### src/rtl/student_iis_pkg.sv
// Shared types and constants for the I2S slave transceiver.
package student_iis_pkg;

    typedef enum logic [1:0] {
        IDLE  = 2'd0,
        LEFT  = 2'd1,
        RIGHT = 2'd2
    } iis_state_e;

    localparam int unsigned IIS_DELAY_BITS = 1;
    localparam int unsigned IIS_CNT_W      = 5;

endpackage

### src/rtl/student_iis_sync.sv
// One-bit multi-flop synchronizer for the asynchronous I2S link inputs.
module student_iis_sync #(
    parameter int unsigned SyncStages = 2
) (
    input  logic clk_i,
    input  logic rst_ni,
    input  logic d,
    output logic q
);

    logic [SyncStages-1:0] sync_q;

    always_ff @(posedge clk_i or negedge rst_ni) begin
        if (!rst_ni) begin
            sync_q <= '0;
        end else begin
            sync_q <= {sync_q[SyncStages-2:0], d};
        end
    end

    assign q = sync_q[SyncStages-1];

endmodule

### src/rtl/student_iis_slave.sv
// I2S slave transceiver: oversamples BCLK/LRCLK, deserializes the DAC line
// into stereo words and serializes held stereo words onto the ADC line.
module student_iis_slave
    import student_iis_pkg::*;
#(
    parameter int unsigned DataWidth  = 16,
    parameter int unsigned SyncStages = 2
) (
    input  logic                 clk_i,
    input  logic                 rst_ni,
    input  logic                 bclk_i,
    input  logic                 lrclk_i,
    input  logic                 sdata_i,
    output logic                 sdata_o,
    input  logic [DataWidth-1:0] tx_l_i,
    input  logic [DataWidth-1:0] tx_r_i,
    input  logic                 tx_valid_i,
    output logic                 tx_ready_o,
    output logic [DataWidth-1:0] rx_l_o,
    output logic [DataWidth-1:0] rx_r_o,
    output logic                 rx_valid_o,
    output logic                 underrun_o,
    output logic                 frame_err_o
);

    localparam logic [IIS_CNT_W-1:0] CntFirst = IIS_CNT_W'(IIS_DELAY_BITS);
    localparam logic [IIS_CNT_W-1:0] CntLast  = IIS_CNT_W'(DataWidth + IIS_DELAY_BITS - 1);
    localparam logic [IIS_CNT_W-1:0] CntFull  = IIS_CNT_W'(DataWidth + IIS_DELAY_BITS);
    localparam logic [IIS_CNT_W-1:0] CntMax   = '1;

    logic bclk_s, lrclk_s, sdata_s;
    logic bclk_q, lr_prev_q;
    logic bclk_rise, bclk_fall, frame_start, left_start;
    logic in_slot, slot_full, accept;

    iis_state_e state_q, state_d;
    logic [IIS_CNT_W-1:0] bit_cnt_q;

    logic [DataWidth-1:0] rx_shift_q, stage_l_q;
    logic                 left_ok_q;
    logic [DataWidth-1:0] hold_l_q, hold_r_q, act_l_q, act_r_q, act_l_d, act_r_d;
    logic [DataWidth:0]   tx_shift_q;

    student_iis_sync #(.SyncStages(SyncStages)) u_sync_bclk (
        .clk_i(clk_i), .rst_ni(rst_ni), .d(bclk_i), .q(bclk_s)
    );
    student_iis_sync #(.SyncStages(SyncStages)) u_sync_lrclk (
        .clk_i(clk_i), .rst_ni(rst_ni), .d(lrclk_i), .q(lrclk_s)
    );
    student_iis_sync #(.SyncStages(SyncStages)) u_sync_sdata (
        .clk_i(clk_i), .rst_ni(rst_ni), .d(sdata_i), .q(sdata_s)
    );

    assign bclk_rise   = bclk_s & ~bclk_q;
    assign bclk_fall   = ~bclk_s & bclk_q;
    assign frame_start = bclk_fall & (lrclk_s != lr_prev_q);
    assign left_start  = frame_start & ~lrclk_s;
    assign in_slot     = (state_q != IDLE);
    assign slot_full   = (bit_cnt_q >= CntFull);
    assign accept      = tx_valid_i & tx_ready_o;

    // BCLK edge history and word-select value at the previous falling edge
    always_ff @(posedge clk_i or negedge rst_ni) begin
        if (!rst_ni) begin
            bclk_q    <= 1'b0;
            lr_prev_q <= 1'b0;
        end else begin
            bclk_q <= bclk_s;
            if (bclk_fall) begin
                lr_prev_q <= lrclk_s;
            end
        end
    end

    always_ff @(posedge clk_i or negedge rst_ni) begin
        if (!rst_ni) begin
            state_q <= IDLE;
        end else begin
            state_q <= state_d;
        end
    end

    // Channel tracking and the active pair chosen at a left frame start
    always_comb begin
        state_d = state_q;
        act_l_d = act_l_q;
        act_r_d = act_r_q;
        if (left_start && !tx_ready_o) begin
            act_l_d = hold_l_q;
            act_r_d = hold_r_q;
        end
        if (frame_start) begin
            case (state_q)
                IDLE:    if (!lrclk_s) state_d = LEFT;
                LEFT:    if (lrclk_s)  state_d = RIGHT;
                RIGHT:   if (!lrclk_s) state_d = LEFT;
                default: state_d = IDLE;
            endcase
        end
    end

    always_ff @(posedge clk_i or negedge rst_ni) begin
        if (!rst_ni) begin
            bit_cnt_q <= '0;
        end else if (frame_start) begin
            bit_cnt_q <= '0;
        end else if (bclk_rise && (bit_cnt_q != CntMax)) begin
            bit_cnt_q <= bit_cnt_q + IIS_CNT_W'(1);
        end
    end

    // Receive path; a pair is only published when its left half was complete too
    always_ff @(posedge clk_i or negedge rst_ni) begin
        if (!rst_ni) begin
            rx_shift_q  <= '0;
            stage_l_q   <= '0;
            left_ok_q   <= 1'b0;
            rx_l_o      <= '0;
            rx_r_o      <= '0;
            rx_valid_o  <= 1'b0;
            frame_err_o <= 1'b0;
        end else begin
            rx_valid_o  <= 1'b0;
            frame_err_o <= 1'b0;
            if (bclk_rise && in_slot && (bit_cnt_q >= CntFirst) && (bit_cnt_q <= CntLast)) begin
                rx_shift_q <= {rx_shift_q[DataWidth-2:0], sdata_s};
            end
            if (frame_start && in_slot) begin
                if (!slot_full) begin
                    frame_err_o <= 1'b1;
                    left_ok_q   <= 1'b0;
                end else if (state_q == LEFT) begin
                    stage_l_q <= rx_shift_q;
                    left_ok_q <= 1'b1;
                end else if (left_ok_q) begin
                    rx_l_o     <= stage_l_q;
                    rx_r_o     <= rx_shift_q;
                    rx_valid_o <= 1'b1;
                    left_ok_q  <= 1'b0;
                end
            end
        end
    end

    // Transmit path: holding register, active pair and output shifter
    always_ff @(posedge clk_i or negedge rst_ni) begin
        if (!rst_ni) begin
            hold_l_q   <= '0;
            hold_r_q   <= '0;
            act_l_q    <= '0;
            act_r_q    <= '0;
            tx_shift_q <= '0;
            tx_ready_o <= 1'b1;
            underrun_o <= 1'b0;
        end else begin
            underrun_o <= left_start & tx_ready_o;
            act_l_q    <= act_l_d;
            act_r_q    <= act_r_d;
            if (accept) begin
                hold_l_q   <= tx_l_i;
                hold_r_q   <= tx_r_i;
                tx_ready_o <= 1'b0;
            end else if (left_start) begin
                tx_ready_o <= 1'b1;
            end
            if (frame_start) begin
                tx_shift_q <= {1'b0, (lrclk_s ? act_r_d : act_l_d)};
            end else if (bclk_fall) begin
                tx_shift_q <= {tx_shift_q[DataWidth-1:0], 1'b0};
            end
        end
    end

    assign sdata_o = tx_shift_q[DataWidth];

endmodule

### config.mk
export PLATFORM = sky130hd
export DESIGN_NAME = student_iis_slave
export DESIGN_NICKNAME = d
export VERILOG_FILES = /design/src/rtl/student_iis_pkg.sv /design/src/rtl/student_iis_sync.sv /design/src/rtl/student_iis_slave.sv
export SDC_FILE = /design/constraint.sdc
export NUM_CORES = 1
export LEC_CHECK = 0
export ABC_AREA = 1
export BUFFER_PORTS_ARGS = -buffer_cell sky130_fd_sc_hd__buf_2
export CAP_MARGIN = 10
export CORE_AREA = 4 4 158 160
export CTS_BUF_LIST = sky130_fd_sc_hd__clkbuf_16
export DETAILED_ROUTE_END_ITERATION = 7
export DIE_AREA = 0 0 162 164
export PLACE_DENSITY_LB_ADDON = 0.3
export SLEW_MARGIN = 20
export SYNTH_ARGS = -nofsm -noshare
export SYNTH_HDL_FRONTEND = slang
export SYNTH_SLANG_ARGS = --single-unit
### constraint.sdc
create_clock -name clk_i -period 3.2 [get_ports clk_i]
set_input_delay 0.48 -clock clk_i [delete_from_list [all_inputs] [get_ports clk_i]]
set_output_delay 0.48 -clock clk_i [all_outputs]
set_load 0.03 [all_outputs]
# Word-level counts from Yosys, hierarchy flattened
# Index checks and enable logic that the tools add are counted.
dict set report word_totals {
  in_bits 38
  wordCells 77
  register_bits 165
  out_inout_bits 37
}
dict set report classes {
  n_reduce_logical 16
  n_lt_le_gt_ge 3
  muxes 20
  eq_ne 6
  n_bitwise 10
  addsub 1
}
# operator n
set ops {}
lappend ops {{2-to-1 mux 16 bit} 3}
lappend ops {{2-to-1 mux 17 bit} 2}
lappend ops {{2-to-1 mux 1 bit} 10}
lappend ops {{2-to-1 mux 5 bit} 2}
lappend ops {{nonzero test 2 bit} 4}
lappend ops {{bitwise AND 1 bit} 6}
lappend ops {{logical AND 1 bit} 6}
lappend ops {{AND reduction 3 bit} 2}
lappend ops {{adder 5 x 1 -> 5 bit (second input constant)} 1}
lappend ops {{greater-or-equal comparator 5 x 1 -> 1 bit (second input constant)} 1}
lappend ops {{greater-or-equal comparator 5 bit (second input constant)} 1}
lappend ops {{<= comparator 5 bit (second input constant)} 1}
lappend ops {{!= test 5 bit (second input constant)} 1}
lappend ops {{2-to-1 mux 2 bit} 2}
lappend ops {{NOT 1 bit} 4}
lappend ops {{one-hot mux 2 bit (2 select lines)} 1}
lappend ops {{AND reduction 4 bit} 1}
lappend ops {{== test 2 x 1 -> 1 bit (second input constant)} 1}
lappend ops {{== test 2 bit (second input constant)} 1}
lappend ops {{zero test 2 bit} 1}
lappend ops {{!= test 2 x 1 -> 1 bit (second input constant)} 1}
lappend ops {{!= test 2 bit (second input constant)} 1}
lappend ops {{OR reduction 2 bit} 1}
lappend ops {{zero test 1 bit} 1}
lappend ops {{!= test 1 bit} 1}

# Longest topological paths before layout
# Gate-level depths: netlist of run 1.
dict set report logic_depth {
  ltp_word 8
  ltp_mapped 11
  mapped_depth_nobuf 10
}

# By module
# Synthesis of run 1 repeated with hierarchy kept, for this count alone.
dict set report hier_totals {
  hier_cells 803
  hier_area_um2 7005.5
}
# mod area_each_um2 n_inst seq_area_each_um2 cells_each
set modules_own_cells {}
lappend modules_own_cells {student_iis_slave 6855.3 1 3980.1 797}
lappend modules_own_cells {student_iis_sync 50.0 3 50.0 2}

# Worst setup path before layout of run 1
# OpenSTA, ideal clock, no wires.
dict set report synth_path {
  path_kind {reg-to-reg}
  startpoint {reg tx_ready_o}
  endpoint {reg tx_shift_q[12]}
  path_stages_with_launch 9
  path_slack_ns 1.622
  t_required_ns 3.087
  synth_period_minus_slack_ns 1.578
  n_path_buf 1
  setup_time_ns 0.113
  t_arrival_ns 1.466
  path_cell_list {dfstp_2 clkinv_1 nand3_1 buf_2 nand2_1 nand3_1 nand3_1 nand2_1 inv_1}
}
dict set report synth_between {
  elab_chain_len 5
  word_cells_on_any_way 6
  classes_between {mux (4); reduce/logical (2)}
}
# item line
set synth_rtl {}
lappend synth_rtl {{start: declaration} student_iis_slave.sv:18} ;# output logic tx_ready_o,
lappend synth_rtl {{start signal: assignment} student_iis_slave.sv:153} ;# tx_ready_o <= 1'b1;
lappend synth_rtl {{start signal: assignment} student_iis_slave.sv:162} ;# tx_ready_o <= 1'b0;
lappend synth_rtl {{start signal: assignment} student_iis_slave.sv:164} ;# tx_ready_o <= 1'b1;
lappend synth_rtl {{zero test 1 bit *} student_iis_slave.sv:88} ;# if (left_start && !tx_ready_o) begin
lappend synth_rtl {{logical AND 1 bit *} student_iis_slave.sv:88}
lappend synth_rtl {{2-to-1 mux 16 bit} student_iis_slave.sv:88}
lappend synth_rtl {{2-to-1 mux 16 bit *} student_iis_slave.sv:167} ;# tx_shift_q <= {1'b0, (lrclk_s ? act_r_d : act_l_d)};
lappend synth_rtl {{2-to-1 mux 17 bit *} student_iis_slave.sv:166} ;# if (frame_start) begin
lappend synth_rtl {{end signal: assignment} student_iis_slave.sv:167}
lappend synth_rtl {{end signal: assignment} student_iis_slave.sv:169} ;# tx_shift_q <= {tx_shift_q[DataWidth-1:0], 1'b0};
lappend synth_rtl {{end: declaration} student_iis_slave.sv:42} ;# logic [DataWidth:0] tx_shift_q;
# Mark *: on every way between the ends. The rest lies on a longest branch, timed or not.
# A chain may end at the register's enable or synchronous reset.

# Final worst setup path of run 1
dict set report layout_path {
  startpoint {reg u_sync_bclk.sync_q[1]}
  endpoint {reg rx_r_o[0]}
}
dict set report layout_between {
  elab_chain_len 5
}
# item line
set layout_rtl {}
lappend layout_rtl {{start: declaration} student_iis_sync.sv:11} ;# logic [SyncStages-1:0] sync_q;
lappend layout_rtl {{start signal: assignment} student_iis_sync.sv:17} ;# sync_q <= {sync_q[SyncStages-2:0], d};
lappend layout_rtl {{NOT 1 bit} student_iis_slave.sv:55} ;# assign bclk_fall = ~bclk_s & bclk_q;
lappend layout_rtl {{bitwise AND 1 bit} student_iis_slave.sv:55}
lappend layout_rtl {{bitwise AND 1 bit} student_iis_slave.sv:56} ;# assign frame_start = bclk_fall & (lrclk_s != lr_prev_q);
lappend layout_rtl {{logical AND 1 bit} student_iis_slave.sv:128} ;# if (frame_start && in_slot) begin
lappend layout_rtl {{AND reduction 4 bit (no source line)} --}
lappend layout_rtl {{end signal: assignment} student_iis_slave.sv:137} ;# rx_r_o <= rx_shift_q;
lappend layout_rtl {{end: declaration} student_iis_slave.sv:20} ;# output logic [DataWidth-1:0] rx_r_o,
# Every way passes these cells.

==> flow_metrics.tcl, run 1 <==
set metrics [dict create \
    fmax_mhz 434 \
    synthArstFlopShare_pct 100 \
    grt_antenna_before_repair 1 \
    numCtsBuffers 17 \
    skew_ns 0.0104 \
    maxSlewViolCount 0 \
    yosys_most_used_dff "dfrtp_1" \
    crit_path_top_delay_cell "dfrtp_1" \
    vdd_ir_drop_max_v 0.000363 \
    post_cts_resized 0 \
    postCtsSetupBuffers 0 \
    final.setup.tns_ns 0 \
    cts_tree "done" \
    gr-usage-all-layers_pct 12.1 \
    die_w_um 162 \
    clk_pin_slew_ns 0.06 \
    wirelength_um 15300 \
    fillerInstances 2500 \
    grt_first_pass_wirelength_um 26000 \
    ff_latch_area_um2 4130 \
    synth_edf_count 0 \
    grt_use_met3_pct 2.94 \
    multi_input_area_um2 2370 \
    layout.nets 915 \
    rows 56 \
    fin_util_pct 35.4 \
    layout-drive-gt1-share_pct 16.0 \
    crit_type "reg -> reg" \
    ant_nets 0 \
    dp.cells 1173 \
    core_um2 23400 \
    outcome "finished, final reports clean" \
    vias 5197 \
    netlist_area_um2 7010 \
    io_pins 75 \
    gp_congestion 0.751 \
    synth_nets 845 \
    slowest_delay_ns 0.40 \
    min_period_ns 2.30 \
    placed_area_um2 7740 \
    p_leak_uw 0.00446 \
    drtIter0Drc 315 \
    maxCapViolCount 0 \
    final_cells 1204 \
    crit_path_frequent_cell "nand2_1" \
    tightest_slew_ns 0.869 \
    syn_inst 803 \
    cts-root-buf "clkbuf_16" \
    p_per_area_nw_per_um2 669 \
    arrival_ns 2.67 \
    top_usage_layer "met2" \
    insertion_delay_ns 0.42 \
    cts_max_level 4 \
    synthDistinctLibCells 28 \
    cts_buffer_depth 2 \
    yosysSeqAreaShare_pct 58.9 \
    place_hpwl_um 10200 \
    dieArea_um2 26600 \
    antenna_cells 0 \
    hold_path.class "in -> async" \
    die_y_um 164 \
    overflow 0 \
    area_growth_pct 18.3 \
    ys_ff_latch 165 \
    grt_setup_unrepaired "no" \
    grt_max_degree 94 \
    grt_pass1_vias 5277 \
    start_util_pct 30.0 \
    crit_required_ns 3.56 \
    syn_avg_cell_area_um2 8.73 \
    design_area_um2 8290 \
    path_cells "inv_1 -> nand2_1 -> inv_2 -> nand3_4 -> nor2_2 -> buf_4 -> nand2_1 -> nand2_1" \
    wl_per_cell_um 12.7 \
    via_per_inst 4.32 \
    fin_crit_sh_pct 72.0 \
    drt_pass1_iterations 4 \
    hold_viol_final 0 \
    critPathLaunchType "flip-flop" \
    use_met2_pct 20.0 \
    ys_warn_count 0 \
    setup_violations 0 \
    grt.met1_usage_pct 15.9 \
    numClockSinks 165 \
    crit_fanout 36 \
    hold_buffers 0 \
    cp-end-kind "flip-flop" \
    port_buffers 74 \
    slew-limit-headroom_pct 42.1 \
    drc 0 \
]
-- per-stage QoR --
stage	setup WS (ns)	power (uW)	hold WS, ns
after detailed placement	0.885	3680	0.336
after CTS	0.874	5630	0.138
final	0.895	5550	0.129
after global routing	0.636	5930	0.146
after global placement	0.952	3650	0.333
after floorplan	1.62	3390	0.184
-- cell usage in the layout (no fill, tap or decap), types with 2 or more instances in the layout --
| cell | netlist | final |
|---|---|---|
| clkinvlp_4 | 0 | 3 |
| and2_1 | 30 | 30 |
| buf_4 | 1 | 13 |
| clkinv_2 | 1 | 2 |
| bufinv_16 | 0 | 2 |
| ha_1 | 4 | 4 |
| buf_2 | 16 | 73 |
| mux2_2 | 2 | 2 |
| nor2_4 | 1 | 2 |
| clkinv_1 | 1 | 4 |
| nand2_1 | 213 | 212 |
| inv_1 | 90 | 94 |
| a21oi_1 | 34 | 34 |
| clkbuf_16 | 0 | 17 |
| nor2_1 | 40 | 39 |
| nand2_2 | 2 | 3 |
| o21ai_0 | 56 | 56 |
| or2_2 | 15 | 15 |
| nor2_2 | 3 | 3 |
| dfrtp_1 | 164 | 164 |
| nand3_1 | 103 | 103 |
-- flip-flops by register name, summed over array words and instances, names as in the netlist, 5 cells and up --
name	cells
act_r_q	16
rx_l_o	16
hold_l_q	16
rx_shift_q	16
tx_shift_q	17
hold_r_q	16
rx_r_o	16
bit_cnt_q	5
act_l_q	16
stage_l_q	16
-- logic make-up (layout without fill, tap and decap cells) --
group / Yosys count / after routing / synth area share (%)
adders and majority gates: 4 / 4 / 0.714
and+or+nand+nor: 412 / 412 / 26.2
AOI/OAI and AO/OA: 90 / 90 / 6.43
DFF: 165 / 165 / 58.9
muxes: 2 / 2 / 0.321
buffers and inverters: 130 / 212 / 7.43
-- final timing paths --
kind	start	end	cells after the start	slack, ns
setup / recovery	u_sync_bclk.sync_q[1]	rx_r_o[0]	8	0.90
hold / removal	rst_ni	hold_r_q[0]	1	0.13
setup reg to reg	u_sync_bclk.sync_q[1]	rx_r_o[0]	8	0.90
hold reg to reg	u_sync_bclk.sync_q[0]	u_sync_bclk.sync_q[1]	0	0.35
max in group asynchronous	rst_ni	rx_l_o[4]	2	2.26
min in group clk_i	bclk_i	u_sync_bclk.sync_q[0]	1	0.16
-- synth_stat cells (2+ instances only) --
cell type | number | area, um2
nand3_1 | 103 | 515
nor2_2 | 3 | 18.8
dfrtp_1 | 164 | 4100
buf_2 | 16 | 80.1
ha_1 | 4 | 50.1
nor2_1 | 40 | 150
clkbuf_1 | 17 | 63.8
inv_1 | 90 | 338
and2_1 | 30 | 188
mux2_2 | 2 | 22.5
a21oi_1 | 34 | 170
or2_2 | 15 | 93.8
nand2_1 | 213 | 800
buf_1 | 2 | 7.51
nand2_2 | 2 | 12.5
o21ai_0 | 56 | 280
-- routing by layer --
layer / routed length [um] / share of wire [%]
met5: 13 / 0.085
met4: 166 / 1.1
met3: 444 / 2.9
met2: 7330 / 48
met1: 7300 / 48
-- power by group --
part / total (uW) / internal (uW) / switching [uW]
registers: 2690 / 2510 / 182
logic: 930 / 365 / 565
clock network: 1930 / 1120 / 805
-- area by class of cell --
| class | instances | area share [%] |
|---|---|---|
| inverter | 93 | 4.23 |
| multi-input combinational | 508 | 28.6 |
| timing repair buffer | 88 | 5.96 |
| tap | 319 | 4.81 |
| clock buffer | 17 | 5.13 |
| sequential | 165 | 49.8 |
| clock inverter | 14 | 1.48 |
-- worst max-delay path: cells and delay by family (launching register included) --
kind	cells	cell delay, ns
AND/OR/NAND/NOR	5	1.10
buffers and inverters	3	0.72
flip-flops	1	0.40
Power figures use the tool's default switching activity.
==> run 2, diff against run 1 <==
==> constraint.sdc (replaced) <==
create_clock -name clk_i -period 2.1 [get_ports clk_i]
set_input_delay 0.315 -clock clk_i [delete_from_list [all_inputs] [get_ports clk_i]]
set_output_delay 0.315 -clock clk_i [all_outputs]
set_load 0.03 [all_outputs]
==> run 2 against run 1 <==
  * Clock power up 59%
  * Worst hold slack worse by 0.12 ns
  * Clock-buffer cell count did not move
  * Cell area increased by 2.8%
  * Worst setup slack worse by 0.68 ns
  * Register-to-register slack worse by 0.68 ns
  * Wire length is 2.9% higher
  * Critical endpoint is now rx_r_o[11]
  * Largest cell class unchanged
  * Largest power group unchanged
==> flow_metrics.tcl, run 2 (same netlist as run 1, synthesis figures left out) <==
set metrics [dict create \
    hold_path.class "in -> reg" \
    core_um2 23400 \
    combPwrFrac_pct 18.3 \
    final_common_cell "nand2_1" \
    io_pins 75 \
    path_buf_inv 2 \
    grt_max_degree 51 \
    fin_crit_sh_pct 89.6 \
    grt_first_pass_wirelength_um 26900 \
    wl_met2_um 7530 \
    maxCapViolCount 0 \
    wl_per_cell_um 12.8 \
    ant_nets 0 \
    cp-end-kind "flip-flop" \
    tightest_slew_ns 0.676 \
    arrival_ns 2.24 \
    drtIter0Drc 314 \
    vias 5310 \
    outcome "finished, final reports clean" \
    cts-root-buf "clkbuf_16" \
    layout.nets 932 \
    largest_register_ffs 17 \
    port_buffers 74 \
    wirelength_um 15700 \
    p_leak_uw 0.00459 \
    layout-drive-gt1-share_pct 17.5 \
    clkPwrFrac_pct 35.1 \
    dp.cells 1188 \
    cts_max_level 4 \
    swShare_pct 27.5 \
    fillerInstances 2435 \
    critPathLaunchType "flip-flop" \
    min_period_ns 1.88 \
    crit_required_ns 2.46 \
    place_hpwl_um 10300 \
    top_register "tx_shift_q" \
    post-layout-total-power_uw 8730 \
    numClockSinks 165 \
    hold_viol_final 0 \
    start_util_pct 30.0 \
    final_cells 1222 \
    p_per_area_nw_per_um2 1020 \
    placed_area_um2 7920 \
    setup_violations 0 \
    dr.max_layer_used "met4" \
    final_cell_mix "nand2_1, dfrtp_1, nand3_1" \
    final.setup.tns_ns 0 \
    grt_pass1_vias 5394 \
    via_per_inst 4.35 \
    grt_antenna_before_repair 0 \
    power_frac_seq_pct 46.7 \
    clk_pin_slew_ns 0.07 \
    crit_fanout 28 \
    crit_path_top_delay_cell "nor2_4" \
    met1Wirelength_um 7650 \
    crit_path_frequent_cell "nand2_1" \
    gr-usage-all-layers_pct 12.5 \
    die_y_um 164 \
    design_area_um2 8520 \
    insertion_delay_ns 0.42 \
    fmax_mhz 532 \
    drt_pass1_iterations 4 \
    postCtsSetupBuffers 0 \
    crit_family "simple AND/OR/NAND/NOR gates" \
    rows 56 \
    area_growth_pct 21.6 \
    vdd_ir_drop_max_v 0.000414 \
    gp_congestion 0.745 \
    die_w_um 162 \
    cts_buffer_depth 2 \
    crit_type "reg -> reg" \
    antenna_cells 0 \
    overflow 0 \
    grt_setup_unrepaired "no" \
    internal-power_uw 6330 \
    cts_tree "done" \
    drc 0 \
    dieArea_um2 26600 \
    switchingPower_uw 2400 \
    maxSlewViolCount 0 \
    path_cells "inv_1 -> ha_1 -> nor3_1 -> nand2_1 -> nand4_1 -> nor2_4 -> buf_4 -> nand2_1 -> nand2_1" \
    slowest_delay_ns 0.57 \
    slew-limit-headroom_pct 54.8 \
    wl_met3_um 340 \
    skew_ns 0.0117 \
    numCtsBuffers 17 \
    fin_util_pct 36.4 \
]
==> run 2: final timing paths <==
check | slack, ns | from | cells after the start | endpoint
worst max-delay path | 0.22 | bit_cnt_q[1] | 9 | rx_r_o[11]
worst min-delay path | 0.01 | sdata_i | 1 | u_sync_sdata.sync_q[0]
worst max register to register | 0.22 | bit_cnt_q[1] | 9 | rx_r_o[11]
worst min register to register | 0.35 | u_sync_sdata.sync_q[0] | 0 | u_sync_sdata.sync_q[1]
max in group asynchronous | 1.08 | rst_ni | 3 | tx_ready_o
min in group asynchronous | 0.39 | rst_ni | 2 | hold_r_q[12]
==> run 2: layer usage <==
layer	GRT usage (%)	up-vias
met1	16.5	2558
met3	2.53	8
met2	20.7	50
met4	3.96	0
met5	0	-
li1	-	2694
==> run 2: power by group through the flow <==
stage	Sequential, uW	Combinational, uW	Clock (uW)
after global placement	4130	1570	0
after detailed placement	4140	1600	0
final	4070	1590	3060
after floorplan	4090	1070	0
after global routing	4150	1890	3250
after CTS	4080	1620	3140
==> run 2: cell type report <==
cell class	instances	area (um2)	area share (%)
clock buffer	17	425	4.99
clock inverter	15	151	1.78
inverter	93	350	4.11
multi-input combinational	508	2380	27.9
sequential	165	4130	48.5
tap	319	399	4.68
timing repair buffer	105	689	8.09
==> run 2: repair_timing <==
item / CTS / global route
endpoints found under the setup margin: 7 / 16
hold endpoints to repair: 40 / 0
hold buffers: 2 / 0
resized for setup: 1 / 1
==> run 2: through the flow <==
stage	hold slack (ns)	worst slack (ns)
final	0.0125	0.219
after global routing	0.00514	0.0621
after CTS	0.00483	0.0267
after detailed placement	0.273	-0.121
after global placement	0.270	-0.0428
after floorplan	0.0194	0.522
